**src/rtl/sdrc_app_arb.sv**
```systemverilog
// -----------------------------------------------------------------------------
// sdrc_app_arb
//
// Round-robin arbiter that shares one sdrc_core application request port
// between NREQ requesters. It runs the request handshake toward the core. It
// records the owner of every accepted but unfinished transfer in two in-order
// owner FIFOs, one for reads and one for writes. The FIFO heads steer
// write-data requests and read-return beats back to the correct requester.
//
// Ports:
//   sdram_clk, sdram_rst      clock, synchronous active-high reset
//   sdr_init_done             gates all new requests while the SDRAM initialises
//   rq_req/addr/len/wr_n      per-requester request (requester i in slice i)
//   rq_ack                    one-cycle accept pulse to the granted requester
//   rq_wr_data/wr_en_n        per-requester write data / active-low byte enables
//   rq_wr_next                per-requester write-data advance strobe
//   rq_rd_valid/last_rd       per-requester read beat valid / last beat
//   rq_rd_data                read data, broadcast to all requesters
//   app_req*                  registered request toward sdrc_core
//   app_wr_next_req/last_wr   core write-beat consume / last write beat
//   app_wr_data/wr_en_n       write data and byte enables toward the core
//   app_rd_valid/last_rd/data read return from the core
//   err_orphan                sticky: a core beat arrived with no owner recorded
//
// ODEPTH must be a power of two and at least 2.
// -----------------------------------------------------------------------------
module sdrc_app_arb #(
  parameter int NREQ   = 2,
  parameter int APP_AW = 26,
  parameter int bl     = 9,
  parameter int dw     = 32,
  parameter int ODEPTH = 4
) (
  input  logic                     sdram_clk,
  input  logic                     sdram_rst,
  input  logic                     sdr_init_done,

  input  logic [NREQ-1:0]          rq_req,
  input  logic [NREQ*APP_AW-1:0]   rq_addr,
  input  logic [NREQ*bl-1:0]       rq_len,
  input  logic [NREQ-1:0]          rq_wr_n,
  output logic [NREQ-1:0]          rq_ack,
  input  logic [NREQ*dw-1:0]       rq_wr_data,
  input  logic [NREQ*(dw/8)-1:0]   rq_wr_en_n,
  output logic [NREQ-1:0]          rq_wr_next,
  output logic [NREQ-1:0]          rq_rd_valid,
  output logic [NREQ-1:0]          rq_last_rd,
  output logic [dw-1:0]            rq_rd_data,

  output logic                     app_req,
  output logic [APP_AW-1:0]        app_req_addr,
  output logic [bl-1:0]            app_req_len,
  output logic                     app_req_wr_n,
  input  logic                     app_req_ack,
  input  logic                     app_wr_next_req,
  input  logic                     app_last_wr,
  output logic [dw-1:0]            app_wr_data,
  output logic [dw/8-1:0]          app_wr_en_n,
  input  logic                     app_rd_valid,
  input  logic                     app_last_rd,
  input  logic [dw-1:0]            app_rd_data,

  output logic                     err_orphan
);

  localparam int IW = (NREQ > 1) ? $clog2(NREQ) : 1;  // requester index width
  localparam int AW = $clog2(ODEPTH);                 // FIFO address width
  localparam int PW = AW + 1;                         // pointer width (extra wrap bit)
  localparam int BW = dw / 8;
  localparam int RD = 0;                              // owner FIFO 0 tracks reads
  localparam int WR = 1;                              // owner FIFO 1 tracks writes

  typedef enum logic {IDLE, REQ} state_t;

  state_t          state_reg;
  logic [IW-1:0]   gnt_reg;
  // Index holding highest priority in the next arbitration round, i.e.
  // last_grant+1. Reset to 0 so requester 0 is served first after reset.
  logic [IW-1:0]   rr_ptr_reg;
  logic            app_req_reg;
  logic [APP_AW-1:0] app_req_addr_reg;
  logic [bl-1:0]   app_req_len_reg;
  logic            app_req_wr_n_reg;
  logic            err_orphan_reg;

  // Per-requester views of the flattened input buses.
  logic [APP_AW-1:0] addr_arr    [NREQ];
  logic [bl-1:0]     len_arr     [NREQ];
  logic [dw-1:0]     wr_data_arr [NREQ];
  logic [BW-1:0]     wr_en_n_arr [NREQ];
  logic [NREQ-1:0]   eligible;

  // Owner FIFO status, indexed by RD / WR.
  logic [1:0]          fifo_push;
  logic [1:0]          fifo_pop;
  logic [1:0]          fifo_full;
  logic [1:0]          fifo_empty;
  logic [1:0][IW-1:0]  fifo_head;

  logic            pick_valid;
  logic [IW-1:0]   pick_idx;
  logic            accept;
  logic            orphan;

  // ---------------------------------------------------------------------------
  // Per-requester slicing and eligibility. A requester is blocked only by
  // the owner FIFO matching its own direction.
  // ---------------------------------------------------------------------------
  for (genvar gi = 0; gi < NREQ; gi++) begin : g_req
    assign addr_arr[gi]    = rq_addr[gi*APP_AW +: APP_AW];
    assign len_arr[gi]     = rq_len[gi*bl +: bl];
    assign wr_data_arr[gi] = rq_wr_data[gi*dw +: dw];
    assign wr_en_n_arr[gi] = rq_wr_en_n[gi*BW +: BW];
    assign eligible[gi]    = rq_req[gi] & sdr_init_done &
                             ~(rq_wr_n[gi] ? fifo_full[RD] : fifo_full[WR]);
  end

  // ---------------------------------------------------------------------------
  // Round-robin pick: scan from rr_ptr_reg upward (mod NREQ). The loop runs
  // from the farthest offset down so the nearest eligible index wins.
  // ---------------------------------------------------------------------------
  always_comb begin
    logic [IW-1:0] cand;
    pick_valid = 1'b0;
    pick_idx   = '0;
    cand       = '0;
    for (int k = NREQ - 1; k >= 0; k--) begin
      cand = IW'((int'(rr_ptr_reg) + k) % NREQ);
      if (eligible[cand]) begin
        pick_valid = 1'b1;
        pick_idx   = cand;
      end
    end
  end

  assign accept = (state_reg == REQ) && app_req_ack;

  assign fifo_push[RD] = accept &  app_req_wr_n_reg;
  assign fifo_push[WR] = accept & ~app_req_wr_n_reg;
  assign fifo_pop[RD]  = app_rd_valid    & app_last_rd & ~fifo_empty[RD];
  assign fifo_pop[WR]  = app_wr_next_req & app_last_wr & ~fifo_empty[WR];

  // A core beat with nobody on record to receive it is dropped and flagged.
  assign orphan = (app_rd_valid & fifo_empty[RD]) | (app_wr_next_req & fifo_empty[WR]);

  // ---------------------------------------------------------------------------
  // Owner FIFOs. Pointers carry one extra wrap bit so full and empty can be
  // told apart when the low bits match. Push and pop in the same cycle both
  // take effect and leave occupancy unchanged.
  // ---------------------------------------------------------------------------
  for (genvar gi = 0; gi < 2; gi++) begin : g_fifo
    logic [IW-1:0] mem [ODEPTH];
    logic [PW-1:0] wr_ptr_reg;
    logic [PW-1:0] rd_ptr_reg;

    always_ff @(posedge sdram_clk) begin
      if (sdram_rst) begin
        wr_ptr_reg <= '0;
        rd_ptr_reg <= '0;
      end else begin
        if (fifo_push[gi]) wr_ptr_reg <= wr_ptr_reg + 1'b1;
        if (fifo_pop[gi])  rd_ptr_reg <= rd_ptr_reg + 1'b1;
      end
    end

    // Storage needs no reset; the pointers define which entries are valid.
    always_ff @(posedge sdram_clk) begin
      if (fifo_push[gi]) mem[wr_ptr_reg[AW-1:0]] <= gnt_reg;
    end

    assign fifo_empty[gi] = (wr_ptr_reg == rd_ptr_reg);
    assign fifo_full[gi]  = (wr_ptr_reg[AW] != rd_ptr_reg[AW]) &&
                            (wr_ptr_reg[AW-1:0] == rd_ptr_reg[AW-1:0]);
    assign fifo_head[gi]  = mem[rd_ptr_reg[AW-1:0]];
  end

  // ---------------------------------------------------------------------------
  // Request FSM with registered app_* outputs.
  // ---------------------------------------------------------------------------
  always_ff @(posedge sdram_clk) begin
    if (sdram_rst) begin
      state_reg        <= IDLE;
      gnt_reg          <= '0;
      rr_ptr_reg       <= '0;
      app_req_reg      <= 1'b0;
      app_req_addr_reg <= '0;
      app_req_len_reg  <= '0;
      app_req_wr_n_reg <= 1'b1;
      err_orphan_reg   <= 1'b0;
    end else begin
      if (orphan) err_orphan_reg <= 1'b1;

      case (state_reg)
        IDLE: begin
          if (pick_valid) begin
            app_req_reg      <= 1'b1;
            app_req_addr_reg <= addr_arr[pick_idx];
            app_req_len_reg  <= len_arr[pick_idx];
            app_req_wr_n_reg <= rq_wr_n[pick_idx];
            gnt_reg          <= pick_idx;
            state_reg        <= REQ;
          end
        end
        REQ: begin
          // Fields stay frozen until the core accepts, even if the requester
          // withdraws rq_req in the meantime.
          if (app_req_ack) begin
            app_req_reg <= 1'b0;
            rr_ptr_reg  <= (gnt_reg == IW'(NREQ - 1)) ? '0 : gnt_reg + 1'b1;
            state_reg   <= IDLE;
          end
        end
        default: state_reg <= IDLE;
      endcase
    end
  end

  assign app_req      = app_req_reg;
  assign app_req_addr = app_req_addr_reg;
  assign app_req_len  = app_req_len_reg;
  assign app_req_wr_n = app_req_wr_n_reg;
  assign err_orphan   = err_orphan_reg;

  // Read data is a straight wire to every requester; only valid is steered.
  assign rq_rd_data = app_rd_data;

  // ---------------------------------------------------------------------------
  // Steering toward requesters. Held quiet during reset so no requester sees
  // a stale ack or beat while ownership is being discarded.
  // ---------------------------------------------------------------------------
  always_comb begin
    rq_ack      = '0;
    rq_wr_next  = '0;
    rq_rd_valid = '0;
    rq_last_rd  = '0;
    app_wr_data = '0;
    app_wr_en_n = '1;
    if (!sdram_rst) begin
      if (accept) rq_ack[gnt_reg] = 1'b1;
      if (!fifo_empty[WR]) begin
        app_wr_data                = wr_data_arr[fifo_head[WR]];
        app_wr_en_n                = wr_en_n_arr[fifo_head[WR]];
        rq_wr_next[fifo_head[WR]]  = app_wr_next_req;
      end
      if (!fifo_empty[RD]) begin
        rq_rd_valid[fifo_head[RD]] = app_rd_valid;
        rq_last_rd[fifo_head[RD]]  = app_last_rd;
      end
    end
  end

endmodule

```
**config.mk**
```make
export PLATFORM = sky130hd
export DESIGN_NAME = sdrc_app_arb
export DESIGN_NICKNAME = d
export VERILOG_FILES = /design/src/rtl/sdrc_app_arb.sv
export SDC_FILE = /design/constraint.sdc
export NUM_CORES = 1
export LEC_CHECK = 0
export BUFFER_PORTS_ARGS = -buffer_cell sky130_fd_sc_hd__clkbuf_2
export CAP_MARGIN = 0
export CORE_ASPECT_RATIO = 0.8
export CORE_MARGIN = 2
export CORE_UTILIZATION = 25
export DETAILED_ROUTE_END_ITERATION = 6
export GPL_TIMING_DRIVEN = 0
export PLACE_DENSITY = 0.57
export SYNTH_ARGS = -nofsm -noshare
export SYNTH_HDL_FRONTEND = slang
export SYNTH_SLANG_ARGS = --single-unit
```
**constraint.sdc**
```tcl
create_clock -name sdram_clk -period 2.3 [get_ports sdram_clk]
set_input_delay 0.115 -clock sdram_clk [delete_from_list [all_inputs] [get_ports sdram_clk]]
set_output_delay 0.115 -clock sdram_clk [all_outputs]
set_load 0.03 [all_outputs]
```
==> summary.md <==
| Metric | Value |
|---|---|
| Outcome | `completed` |
| Slew HR | `49.10%` |
| TritonCTS buffer count | `9` |
| Hold path endpoint | `rr_ptr_reg$_SDFFE_PP0P_` |
| FF-to-FF Start | `g_fifo[1].wr_ptr_reg[0]$_SDFFE_PP0P_` |
| Power share of the combinational group | `24.6%` |
| Crit Path Class | `reg -> out` |
| Pint | `2.648 mW` |
| Via count | `4422` |
| CP bufs+invs | `3` |
| PortBufs | `267` |
| Final period utilization | `95.48%` |
| Min Tclk post-route | `2.196 ns` |
| 1st-iter DRT viols | `137` |
| Yosys cell types | `45` |
| Final Power | `3.799 mW` |
| Crit-path cells | `mux4_2, buf_4, buf_4, mux2i_1, nor2_1, clkbuf_2` |
| Die Wd | `147.7 um` |
| FP Rows | `41` |
| Hold_buf cts | `0` |
| GR Overflow Total | `0` |
| Routed WL | `15380 um` |
| H-tree levels | `3` |
| Register share of total power | `33.5%` |
| Sequential share of the synthesized area | `33.46%` |
| Yosys top cell by area | `dfxtp_1` |
| Worst hold path depth | `2` |
| Initial antenna violation count | `0` |
| Initial core utilization | `25.87%` |
| Largest fanout on the critical path | `10` |
| CTS root buf | `clkbuf_16` |
| Max VDD drop | `0.3877 mV` |
| Ant. Diodes | `0` |
| Number of synthesis warnings | `0` |
| All-Layer GR Usage | `17.18%` |
| Switch share | `30.29%` |
| Final Hold Slack | `0.05722 ns` |
| Worst Reg-to-Reg Cells | `7` |
| Max Cap Viol | `0` |
| Crit path DAT | `2.08 ns` |
| CTS tree | `built` |
| Syn avg cell area | `8.877 um2` |
| FF-to-FF End | `app_req_addr[12]$_SDFFE_PP0P_` |
| CP endpoint kind | `primary output` |
| Ranking of synthesized cells by area | `dfxtp_1, a2111oi_2, nor2_1` |
| Die height | `118.9 um` |
| Reg clk slew, reported paths | `0.05 ns` |
| Final hold vios | `0` |
| Pleak | `2.897 nW` |
| Layout cell share with drive strength beyond 1 | `53.15%` |
| GPL Wtd Cong | `0.7990` |
| Nets | `938` |
| Fin. max-slew vios | `0` |
| WL/cell | `15.99 um` |
| Vias in the first global route | `4369` |
| Post-CTS Setup Bufs | `0` |
| Worst R2R Setup Slack | `0.22 ns` |
| Power Dens Cells | `613.7 mW/mm2` |
| Largest net degree at the start of global routing | `13` |
| IO Pins | `300` |
| Via-to-Cell Ratio | `4.597` |
| Clock Sinks | `65` |
| Cells after Synth | `465` |
| Most used cell, CP | `buf_4` |
| Synth Net Count | `661` |
| Worst Clk Skew | `0.007242 ns` |
| Min-delay worst type | `in -> reg` |
| Post-route ant nets | `0` |
| Detailed Routing Iterations Pass 1 | `4` |
| First-pass GRT wire length | `23590 um` |
| Area Overhead vs Synth | `49.98%` |
| Slowest library cell on the worst path | `mux4_2` |
| Yosys reg bits | `65` |
| Fmax achieved | `455.4 MHz` |
| CP top delay family | `multiplexers` |
| Worst Path Required | `2.18 ns` |
| Clk network pwr share | `41.9%` |
| Worst-Margin Slew | `0.7635 ns` |
| Maximum clock insertion buffer count | `2` |
| Mapped Area | `0.004128 mm2` |
| Inst Count DP | `947` |
| Detailed placement HPWL | `12270 um` |
| Post-synth top area share | `27.64%` |
| Min-delay src | `app_req_ack` |
| Max FFs per register | `26` |
| Max stage delay on crit path | `0.48 ns` |
| Core Box Area | `0.01595 mm2` |
| Critical Path Start Type | `flip-flop` |
| Die ar. | `0.01756 mm2` |
| Final setup vio count | `0` |
| Sw Pwr | `1.151 mW` |
| DR DRC count | `0` |
| Skew-Pair Late Insertion Delay | `0.34 ns` |
| Post-route insts no fill | `962` |
| RSZ-0062 raised after global routing | `no` |
[layer usage]
| layer | vias to the layer above | global-route usage, % | part of all wire (%) |
|---|---|---|---|
| li1 | 2175 | - | - |
| met1 | 2019 | 20.94 | 42 |
| met2 | 200 | 29.10 | 48 |
| met3 | 28 | 4.598 | 7.5 |
| met4 | 0 | 6.130 | 2.5 |
| met5 | - | 0 | 0 |
[power by group through the flow]
stage	Clock, mW	Sequential (mW)	Combinational [mW]
finish	1.59	1.27	0.933
global placement	0	1.30	0.927
CTS	1.64	1.27	0.937
global route	1.69	1.28	1.01
floorplan	0	1.42	0.470
detailed placement	0	1.30	0.930
[placed cells by master (no fill, tap or decap), types with 2 or more instances in the layout]
master      count
a2111oi_1       3
a2111oi_2      32
a21oi_1         6
a31oi_1         2
and2_1          8
and3_1          6
buf_2          20
buf_4          45
buf_6           3
bufinv_16       3
clkbuf_1        6
clkbuf_16       9
clkbuf_2      251
clkbuf_4        8
clkinvlp_4      2
dfxtp_1        53
dfxtp_2         4
edfxtp_1        8
ha_1           10
inv_1           5
mux2i_1        33
mux2i_2         5
mux4_2          2
nand2_1        19
nand2b_1        3
nor2_1        124
nor4_1         35
xnor2_1         8
xnor2_2         4
xor2_1          4
[how the worst max path moves through the flow]
| stage | from | end | depth (start not counted) |
|---|---|---|---|
| finish | g_fifo[1].mem[2]$_DFFE_PP_ | app_wr_data[5] | 6 |
| global placement | g_fifo[1].wr_ptr_reg[0]$_SDFFE_PP0P_ | app_req_addr[5]$_SDFFE_PP0P_ | 6 |
| global route | g_fifo[1].mem[3]$_DFFE_PP_ | app_wr_data[8] | 6 |
| detailed placement | g_fifo[0].wr_ptr_reg[0]$_SDFFE_PP0P_ | app_req_addr[12]$_SDFFE_PP0P_ | 6 |
| CTS | g_fifo[1].mem[2]$_DFFE_PP_ | app_wr_en_n[0] | 6 |
| floorplan | flip-flop | app_wr_data[11] | 5 |
[per-stage QoR]
step | cell area (um2) | setup WS (ns) | util (%) | setup TNS (ns)
after floorplan | 4128 | 0.4044 | - | 0
after global placement | 5733 | 0.03625 | 35.93 | 0
after detailed placement | 5733 | -0.002573 | 35.93 | -0.002573
after CTS | 6128 | 0.001462 | 38.41 | 0
after global routing | 6191 | 0.001355 | 38.80 | 0
final | 6191 | 0.1039 | 38.80 | 0
[synth_stat cells (all sizes together)]
master   number
a2111oi      35
a21oi         7
a221oi        1
a22oi         1
a311o         1
a311oi        1
a31o          1
a31oi         3
a32oi         1
and2          8
and3          6
buf          57
clkbuf       12
dfxtp        57
edfxtp        8
ha           10
inv           5
mux2i        38
mux4          2
nand2        19
nand2b        3
nand3         1
nand4         1
nand4b        1
nor2        124
nor2b         1
nor3          1
nor3b         1
nor4         35
o2111ai       1
o211a         1
o21a          1
o21ai         2
o21bai        1
or2           2
xnor2        12
xor2          4
[kinds of logic after synthesis]
family | count (synthesis) | synth area share [%]
simple gates | 203 | 22.13
mux | 40 | 10.31
xor+xnor | 16 | 3.395
flops | 65 | 33.46
buf+inv | 74 | 11.28
compound gates | 57 | 16.40
fa+ha+maj | 10 | 3.031
[final cells by class]
type | count | area (um2)
buffer | 68 | 465.4
clock buffer | 9 | 225.2
clock inverter | 7 | 118.9
fill | 1666 | 9763
inverter | 5 | 18.77
multi-input combinational | 326 | 2344
sequential | 65 | 1386
tap | 215 | 269.0
timing repair buffer | 267 | 1364
[what timing repair did]
item,CTS,global route
hold endpoints to repair,0,0
gates resized for setup,17,44
endpoints found under the setup margin,37,69
Power figures use the tool's default switching activity.
